<file path="config.mk">
export PLATFORM = sky130hd
export DESIGN_NAME = mem_arbiter
export DESIGN_NICKNAME = d
export VERILOG_FILES = /design/src/rtl/mem_arbiter.sv
export SDC_FILE = /design/constraint.sdc
export NUM_CORES = 1
export LEC_CHECK = 0
export BUFFER_PORTS_ARGS = -buffer_cell sky130_fd_sc_hd__buf_4
export CAP_MARGIN = 20
export CELL_PAD_IN_SITES_DETAIL_PLACEMENT = 0
export CELL_PAD_IN_SITES_GLOBAL_PLACEMENT = 1
export CORE_MARGIN = 8
export CORE_UTILIZATION = 29
export CTS_CLUSTER_SIZE = 40
export DETAILED_ROUTE_END_ITERATION = 8
export PLACE_DENSITY_LB_ADDON = 0.2
export SETUP_SLACK_MARGIN = 0.3
export SYNTH_ARGS = -nofsm -noshare
export SYNTH_HDL_FRONTEND = slang
export SYNTH_SLANG_ARGS = --single-unit
</file>
<file path="constraint.sdc">
create_clock -name clk -period 1.5 [get_ports clk]
set_input_delay 0.225 -clock clk [delete_from_list [all_inputs] [get_ports clk]]
set_output_delay 0.225 -clock clk [all_outputs]
set_load 0.01 [all_outputs]
</file>
<file path="src/rtl/mem_arbiter.sv">
// Memory-side responder for cpu16: arbitrates instruction/data reads onto one RAM read
// port and data/debug writes onto one write port, with a one-cycle ready pulse per transaction.
module mem_arbiter #(
    parameter int                 DATA_W  = 16,
    parameter logic [DATA_W-1:0]  RD_FILL = 16'hEEEE
) (
    input  logic              clk,
    input  logic              reset,
    input  logic [15:0]       ins_rd_addr,
    input  logic              ins_rd_req,
    output logic              ins_rd_rdy,
    output logic [DATA_W-1:0] ins_rd_data,
    input  logic [15:0]       dat_rw_addr,
    input  logic              dat_rd_req,
    output logic              dat_rd_rdy,
    output logic [DATA_W-1:0] dat_rd_data,
    input  logic              dat_wr_req,
    input  logic [DATA_W-1:0] dat_wr_data,
    output logic              dat_wr_rdy,
    input  logic              dbg_we,
    input  logic [15:0]       dbg_waddr,
    input  logic [DATA_W-1:0] dbg_wdata,
    output logic [15:0]       mem_raddr,
    output logic              mem_re,
    input  logic [DATA_W-1:0] mem_rdata,
    output logic [15:0]       mem_waddr,
    output logic [DATA_W-1:0] mem_wdata,
    output logic              sram_we,
    output logic              vram_we,
    output logic              ctrl_we
);

    typedef enum logic [1:0] {
        REG_NONE,
        REG_SRAM,
        REG_VRAM,
        REG_CTRL
    } region_t;

    function automatic region_t decode_region(input logic [3:0] nib);
        case (nib)
            4'h0:    return REG_SRAM;
            4'h8:    return REG_VRAM;
            4'hF:    return REG_CTRL;
            default: return REG_NONE;
        endcase
    endfunction

    logic ins_busy, dat_busy, last_ins;
    logic vld_p1, src_p1, sram_p1, sram_p2;

    logic              ins_elig, dat_elig, grant_ins, grant_dat, grant, grant_sram;
    logic [15:0]       grant_addr;
    logic              wr_accept, wr_en;
    logic [15:0]       wr_addr;
    logic [DATA_W-1:0] wr_data;
    region_t           wr_region;

    always_comb begin
        ins_elig   = ins_rd_req && !ins_busy;
        dat_elig   = dat_rd_req && !dat_wr_req && !dat_busy;
        // On contention the source that did not win last time is served.
        grant_ins  = ins_elig && (!dat_elig || !last_ins);
        grant_dat  = dat_elig && !grant_ins;
        grant      = grant_ins || grant_dat;
        grant_addr = grant_ins ? ins_rd_addr : dat_rw_addr;
        grant_sram = (decode_region(grant_addr[15:12]) == REG_SRAM);

        // Debug strobes cannot stall, so they always own the write port.
        wr_accept  = dat_wr_req && !dat_wr_rdy && !dbg_we;
        wr_en      = dbg_we || wr_accept;
        wr_addr    = dbg_we ? dbg_waddr : dat_rw_addr;
        wr_data    = dbg_we ? dbg_wdata : dat_wr_data;
        wr_region  = decode_region(wr_addr[15:12]);
    end

    always_ff @(posedge clk) begin
        if (reset) begin
            ins_busy   <= 1'b0;
            dat_busy   <= 1'b0;
            last_ins   <= 1'b0;
            vld_p1     <= 1'b0;
            src_p1     <= 1'b0;
            sram_p1    <= 1'b0;
            sram_p2    <= 1'b0;
            ins_rd_rdy <= 1'b0;
            dat_rd_rdy <= 1'b0;
            dat_wr_rdy <= 1'b0;
            mem_re     <= 1'b0;
            mem_raddr  <= '0;
            mem_waddr  <= '0;
            mem_wdata  <= '0;
            sram_we    <= 1'b0;
            vram_we    <= 1'b0;
            ctrl_we    <= 1'b0;
        end else begin
            // Issue stage
            vld_p1  <= grant;
            src_p1  <= grant_dat;
            sram_p1 <= grant_sram;
            mem_re  <= grant && grant_sram;
            if (grant) begin
                mem_raddr <= grant_addr;
                last_ins  <= grant_ins;
            end

            // Return stage
            ins_rd_rdy <= vld_p1 && !src_p1;
            dat_rd_rdy <= vld_p1 && src_p1;
            sram_p2    <= sram_p1;

            // A source stays busy through its rdy cycle so a held req is not re-sampled.
            if (grant_ins)
                ins_busy <= 1'b1;
            else if (ins_rd_rdy)
                ins_busy <= 1'b0;
            if (grant_dat)
                dat_busy <= 1'b1;
            else if (dat_rd_rdy)
                dat_busy <= 1'b0;

            // Write port
            dat_wr_rdy <= wr_accept;
            sram_we    <= wr_en && (wr_region == REG_SRAM);
            vram_we    <= wr_en && (wr_region == REG_VRAM);
            ctrl_we    <= wr_en && (wr_region == REG_CTRL);
            if (wr_en) begin
                mem_waddr <= wr_addr;
                mem_wdata <= wr_data;
            end
        end
    end

    assign ins_rd_data = sram_p2 ? mem_rdata : RD_FILL;
    assign dat_rd_data = sram_p2 ? mem_rdata : RD_FILL;

endmodule

</file>
# Yosys cells after proc, flatten, opt, wreduce, memory -nomap -nowiden
# Cells that the tools add are included.
[totals]
regBits = 62
in_bits = 102
out_inout_bits = 87
word_cells = 64
[classes]
eq_ne = 8
mux = 10
n_reduce_logical = 29
[op_table]
columns = ["cell", "count"]
rows = [
  ["$mux W16", 4],
  ["$eq A4 B4 Y1 const B", 4],
  ["$logic_and A1 B1 Y1", 13],
  ["$pmux W2 S3", 2],
  ["$logic_not A1 Y1", 9],
  ["$logic_not A4 Y1", 2],
  ["$eq A2 B1 Y1 const B", 2],
  ["$eq A2 B2 Y1 const B", 2],
  ["$mux W1", 4],
  ["$reduce_bool A2 Y1", 2],
  ["$logic_or A1 B1 Y1", 3],
]

# Longest topological paths before layout
[logic_depth]
word_depth = 11
mapped_depth = 5
depth_no_buf = 3

# Least setup slack after synthesis
# No wires, ideal clock.
[synth_timing]
kind = "reg2reg"
startpoint = "register last_ins"
endpoint = "register mem_raddr[10]"
setup_time_ns = 0.122
arrival_ns = 1.271
required_time_ns = 1.378
slack_ns = 0.107
stages_incl_launch_ff = 5
n_path_buf = 1
period_less_slack_ns = 1.393
path_cell_list = "dfxtp_1 > or3b_4 > buf_6 > and4_1 > a221o_1"
[synth_between]
elab_chain_len = 6
word_cells_on_any_way = 7
classes_between = "mux: 1; reduce/logical: 6"
[synth_rtl]
columns = ["item", "line", "text"]
rows = [
  ["start, declared", "49", "logic ins_busy, dat_busy, last_ins;"],
  ["start signal, assigned", "104", "last_ins <= grant_ins;"],
  ["$logic_not A1 Y1 (*)", "63", "grant_ins = ins_elig && (!dat_elig || !last_ins);"],
  ["$logic_or A1 B1 Y1 (*)", "63", ""],
  ["$logic_and A1 B1 Y1 (*)", "63", ""],
  ["$logic_not A1 Y1", "64", "grant_dat = dat_elig && !grant_ins;"],
  ["$logic_and A1 B1 Y1", "64", ""],
  ["$logic_or A1 B1 Y1", "65", "grant = grant_ins || grant_dat;"],
  ["end signal, assigned", "103", "mem_raddr <= grant_addr;"],
  ["end, declared", "23", "output logic [15:0] mem_raddr,"],
]
# Every way passes the cells marked *; elsewhere a longest branch is shown, timed or not.
# A chain may end at the register's enable or synchronous reset.

# Final worst setup path
[layout_timing]
startpoint = "register sram_p2"
endpoint = "output ins_rd_data[8]"
[layout_between]
elab_chain_len = 1
[layout_rtl]
columns = ["item", "line", "text"]
rows = [
  ["start, declared", "50", "logic vld_p1, src_p1, sram_p1, sram_p2;"],
  ["start signal, assigned", "110", "sram_p2 <= sram_p1;"],
  ["$mux W16", "134", "assign ins_rd_data = sram_p2 ? mem_rdata : RD_FILL;"],
  ["end, declared", "12", "output logic [DATA_W-1:0] ins_rd_data,"],
]
# No other way between the ends.

==> flow_summary_export.csv <==
group,metric,value,unit
status,status,"completed",
sta,rsz0062_at_grt,"yes",
critical_path,path_class,"reg -> out",
synthesis,synth_seq_cells,62,
global_route,grt.total_usage,0.171,
critical_path,worst_setup_path_start_kind,"flip-flop",
power,cellPowerDensity,849,nW/µm²
floorplanning,die_w,116,µm
detailed_routing,viasPerCell,5.06,
cts,clock_latency,0.34,ns
global_route,overflow,0,
critical_path,crit_end,"ins_rd_data[8]",
cts,cts_root_buf,"clkbuf_8",
critical_path,r2r-end,"mem_raddr[8]$_SDFFE_PP0P_",
cells_and_area,final-seq-area,1260,µm²
sta,worst_slack,0.163,ns
floorplanning,die_area,13400,µm²
place,placedCellCount,634,
cells_and_area,syn_to_final_growth,87.3,%
job,cap_violations,0,
cells_and_area,stdcell_count,672,
sta,fmax,0.748,GHz
synthesis,ys.flop_type,"dfxtp_1",
floorplanning,dieHeight,116,µm
floorplanning,initial_core_util,0.297,
synthesis,syn_nets,446,
cells_and_area,top_regs,"mem_raddr: 16 flops, mem_waddr: 16 flops, mem_wdata: 16 flops",
floorplanning,core-area,9680,µm²
detailed_routing,antenna_left,0,
cts,clkSlewWorstSetupHoldPaths,0.07,ns
sta,maxSlewViolCount,0,
critical_path,cp.required,1.27,ns
floorplanning,rows,36,
detailed_routing,drc,0,
critical_path,reg2regPathDepth,5,
synthesis,synth_area,2880,µm²
cells_and_area,drive_gt1_frac,0.609,
place,hpwl,8830,µm
place,gp_congestion,0.849,
critical_path,critPathLaunch,"sram_p2$_SDFF_PP0_",
power,p_leak,0.00240,µW
cts,cts-buffers-inserted,9,
cells_and_area,diodes,0,
critical_path,cp-end-kind,"primary output",
sta,period_share,0.892,
detailed_routing,drt_iter0_drc,127,
synthesis,ys_warn_count,0,
power,ir_drop,0.494,mV
cts,clockBufferDepth,2,
synthesis,ys_types,37,
min_path,hold_class,"in -> reg",
synthesis,syn_inst,344,
critical_path,regToRegStartpoint,"ins_busy$_SDFFE_PP0P_",
detailed_routing,wl,12900,µm
detailed_routing,drt-pass1-iter-count,4,
synthesis,avgSynthCellArea,8.36,µm²
cells_and_area,layout.nets,636,
global_route,grt_max_degree,40,
global_route,first_global_vias,3421,
critical_path,path_max_fanout,8,
floorplanning,ioPinCount,189,
cts,cts_tree,"done",
global_route,antenna_found_initial,0,
synthesis,seq_area_frac_synth,0.432,
sta,tightest_slew,0.397,ns
critical_path,worst_ep_arrival_time,1.11,ns
sta,hold_viol,0,
global_route,grt_pass1_wl,17800,µm
place,dp_slack,-0.0341,ns
cells_and_area,num-fill-cells,904,
synthesis,synth_async_sr_flop_share,0,
sta,setup_viol,0,
sta,max-slew-margin-rel,0.736,
sta,fin_worst_skew,0.0107,ns
synthesis,synth_edf_count,0,
cts,htree_levels,3,
detailed_routing,num_vias,3398,
place,io_buffer_count,188,
detailed_routing,detail_route.wl_per_cell,19.1,µm
sta,finalCriticalPeriod,1.34,ns
cts,cts_sinks,62,
critical_path,reg2reg_slack,0.17,ns
cells_and_area,multiInputGateArea,1850,µm²
==> placed cells by master (no fill, tap or decap), types with 10 or more instances in the layout <==
master	n
buf_4	195
dfxtp_1	57
nand2_1	37
nor2_1	36
a311oi_2	21
nand2_4	20
a311oi_1	15
buf_6	12
nand2b_1	11
clkbuf_8	11
nand2_2	10
==> worst min path at each step <==
stage / startpoint / to / slack (ns) / cells past startpoint
6_report: ins_rd_addr[11] / mem_raddr[11]$_SDFFE_PP0P_ / 0.11 / 2
5_1_grt: ins_rd_addr[11] / mem_raddr[11]$_SDFFE_PP0P_ / 0.1 / 2
4_1_cts: ins_rd_addr[0] / mem_raddr[0]$_SDFFE_PP0P_ / 0.09 / 2
3_5_place_dp: src_p1$_SDFF_PP0_ / ins_rd_rdy$_SDFF_PP0_ / 0.41 / 1
3_3_place_gp: src_p1$_SDFF_PP0_ / ins_rd_rdy$_SDFF_PP0_ / 0.40 / 1
2_1_floorplan: ins_rd_addr[5] / mem_raddr[5]$_SDFFE_PP0P_ / 0.36 / 1
==> power by group <==
| group | leakage (µW) | total (µW) | switching (µW) | internal [µW] |
|---|---|---|---|---|
| logic | 0.00178 | 1190 | 548 | 647 |
| registers | 0.000517 | 1850 | 85.1 | 1770 |
| clock network | 0.0000996 | 1530 | 668 | 858 |
==> critical path: stages, from the launching register on <==
cell and delay, ns:
dfxtp_4 0.36, buf_6 0.14, and2_4 0.14, buf_4 0.14
==> stage by stage <==
step / utilization / hold slack (ns) / instance area [µm²] / power (µW) / setup TNS (ns)
2_1_floorplan: - / 0.364 / 2890 / 2260 / 0
3_3_place_gp: 0.449 / 0.400 / 4350 / 2770 / 0
3_5_place_dp: 0.449 / 0.413 / 4350 / 2780 / -0.238
4_1_cts: 0.490 / 0.0886 / 4740 / 4380 / 0
5_1_grt: 0.556 / 0.0973 / 5390 / 4780 / 0
6_report: 0.556 / 0.114 / 5390 / 4570 / 0
==> synth_stat cells (3+ instances only) <==
| cell | instances | share of area |
|---|---|---|
| a21oi_1 | 5 | 0.0087 |
| dfxtp_1 | 62 | 0.43 |
| nor3_1 | 6 | 0.010 |
| and4_1 | 7 | 0.021 |
| nand2b_1 | 15 | 0.033 |
| a31oi_1 | 3 | 0.0065 |
| a311oi_1 | 36 | 0.11 |
| and2_1 | 4 | 0.0087 |
| o21ai_0 | 5 | 0.0087 |
| nand3_1 | 15 | 0.026 |
| clkbuf_1 | 18 | 0.023 |
| buf_2 | 4 | 0.0070 |
| nor2_1 | 36 | 0.047 |
| nand2_1 | 67 | 0.087 |
| buf_4 | 20 | 0.052 |
| nor2b_1 | 6 | 0.013 |
| a221o_1 | 9 | 0.031 |
==> final cells by class <==
| class | instances | share of cell area |
|---|---|---|
| Clock inverter | 3 | 0.00790 |
| Multi-Input combinational cell | 237 | 0.343 |
| Timing Repair Buffer | 222 | 0.354 |
| Inverter | 2 | 0.00139 |
| Clock buffer | 13 | 0.0295 |
| Sequential cell | 62 | 0.234 |
| Tap cell | 133 | 0.0309 |
==> repair_timing <==
item	CTS	global route
buffers inserted	5	7
pin swaps	17	69
gates resized for setup	41	98
hold buffers	0	0
cloned	2	8
setup endpoints to repair	80	81
==> kinds of logic after synthesis <==
logic type	after synthesis	synth area share
flops	62	0.432
compound gates	60	0.171
simple gates	174	0.302
mux	1	0.00348
buf+inv	47	0.0918
==> per-layer routing <==
layer,GRT usage,vias up,share of wire
li1,-,1606,-
met4,0.0473,0,0.011
met5,0,-,0
met2,0.301,146,0.50
met3,0.0724,12,0.099
met1,0.182,1634,0.39
(Power assumes the default switching activity.)
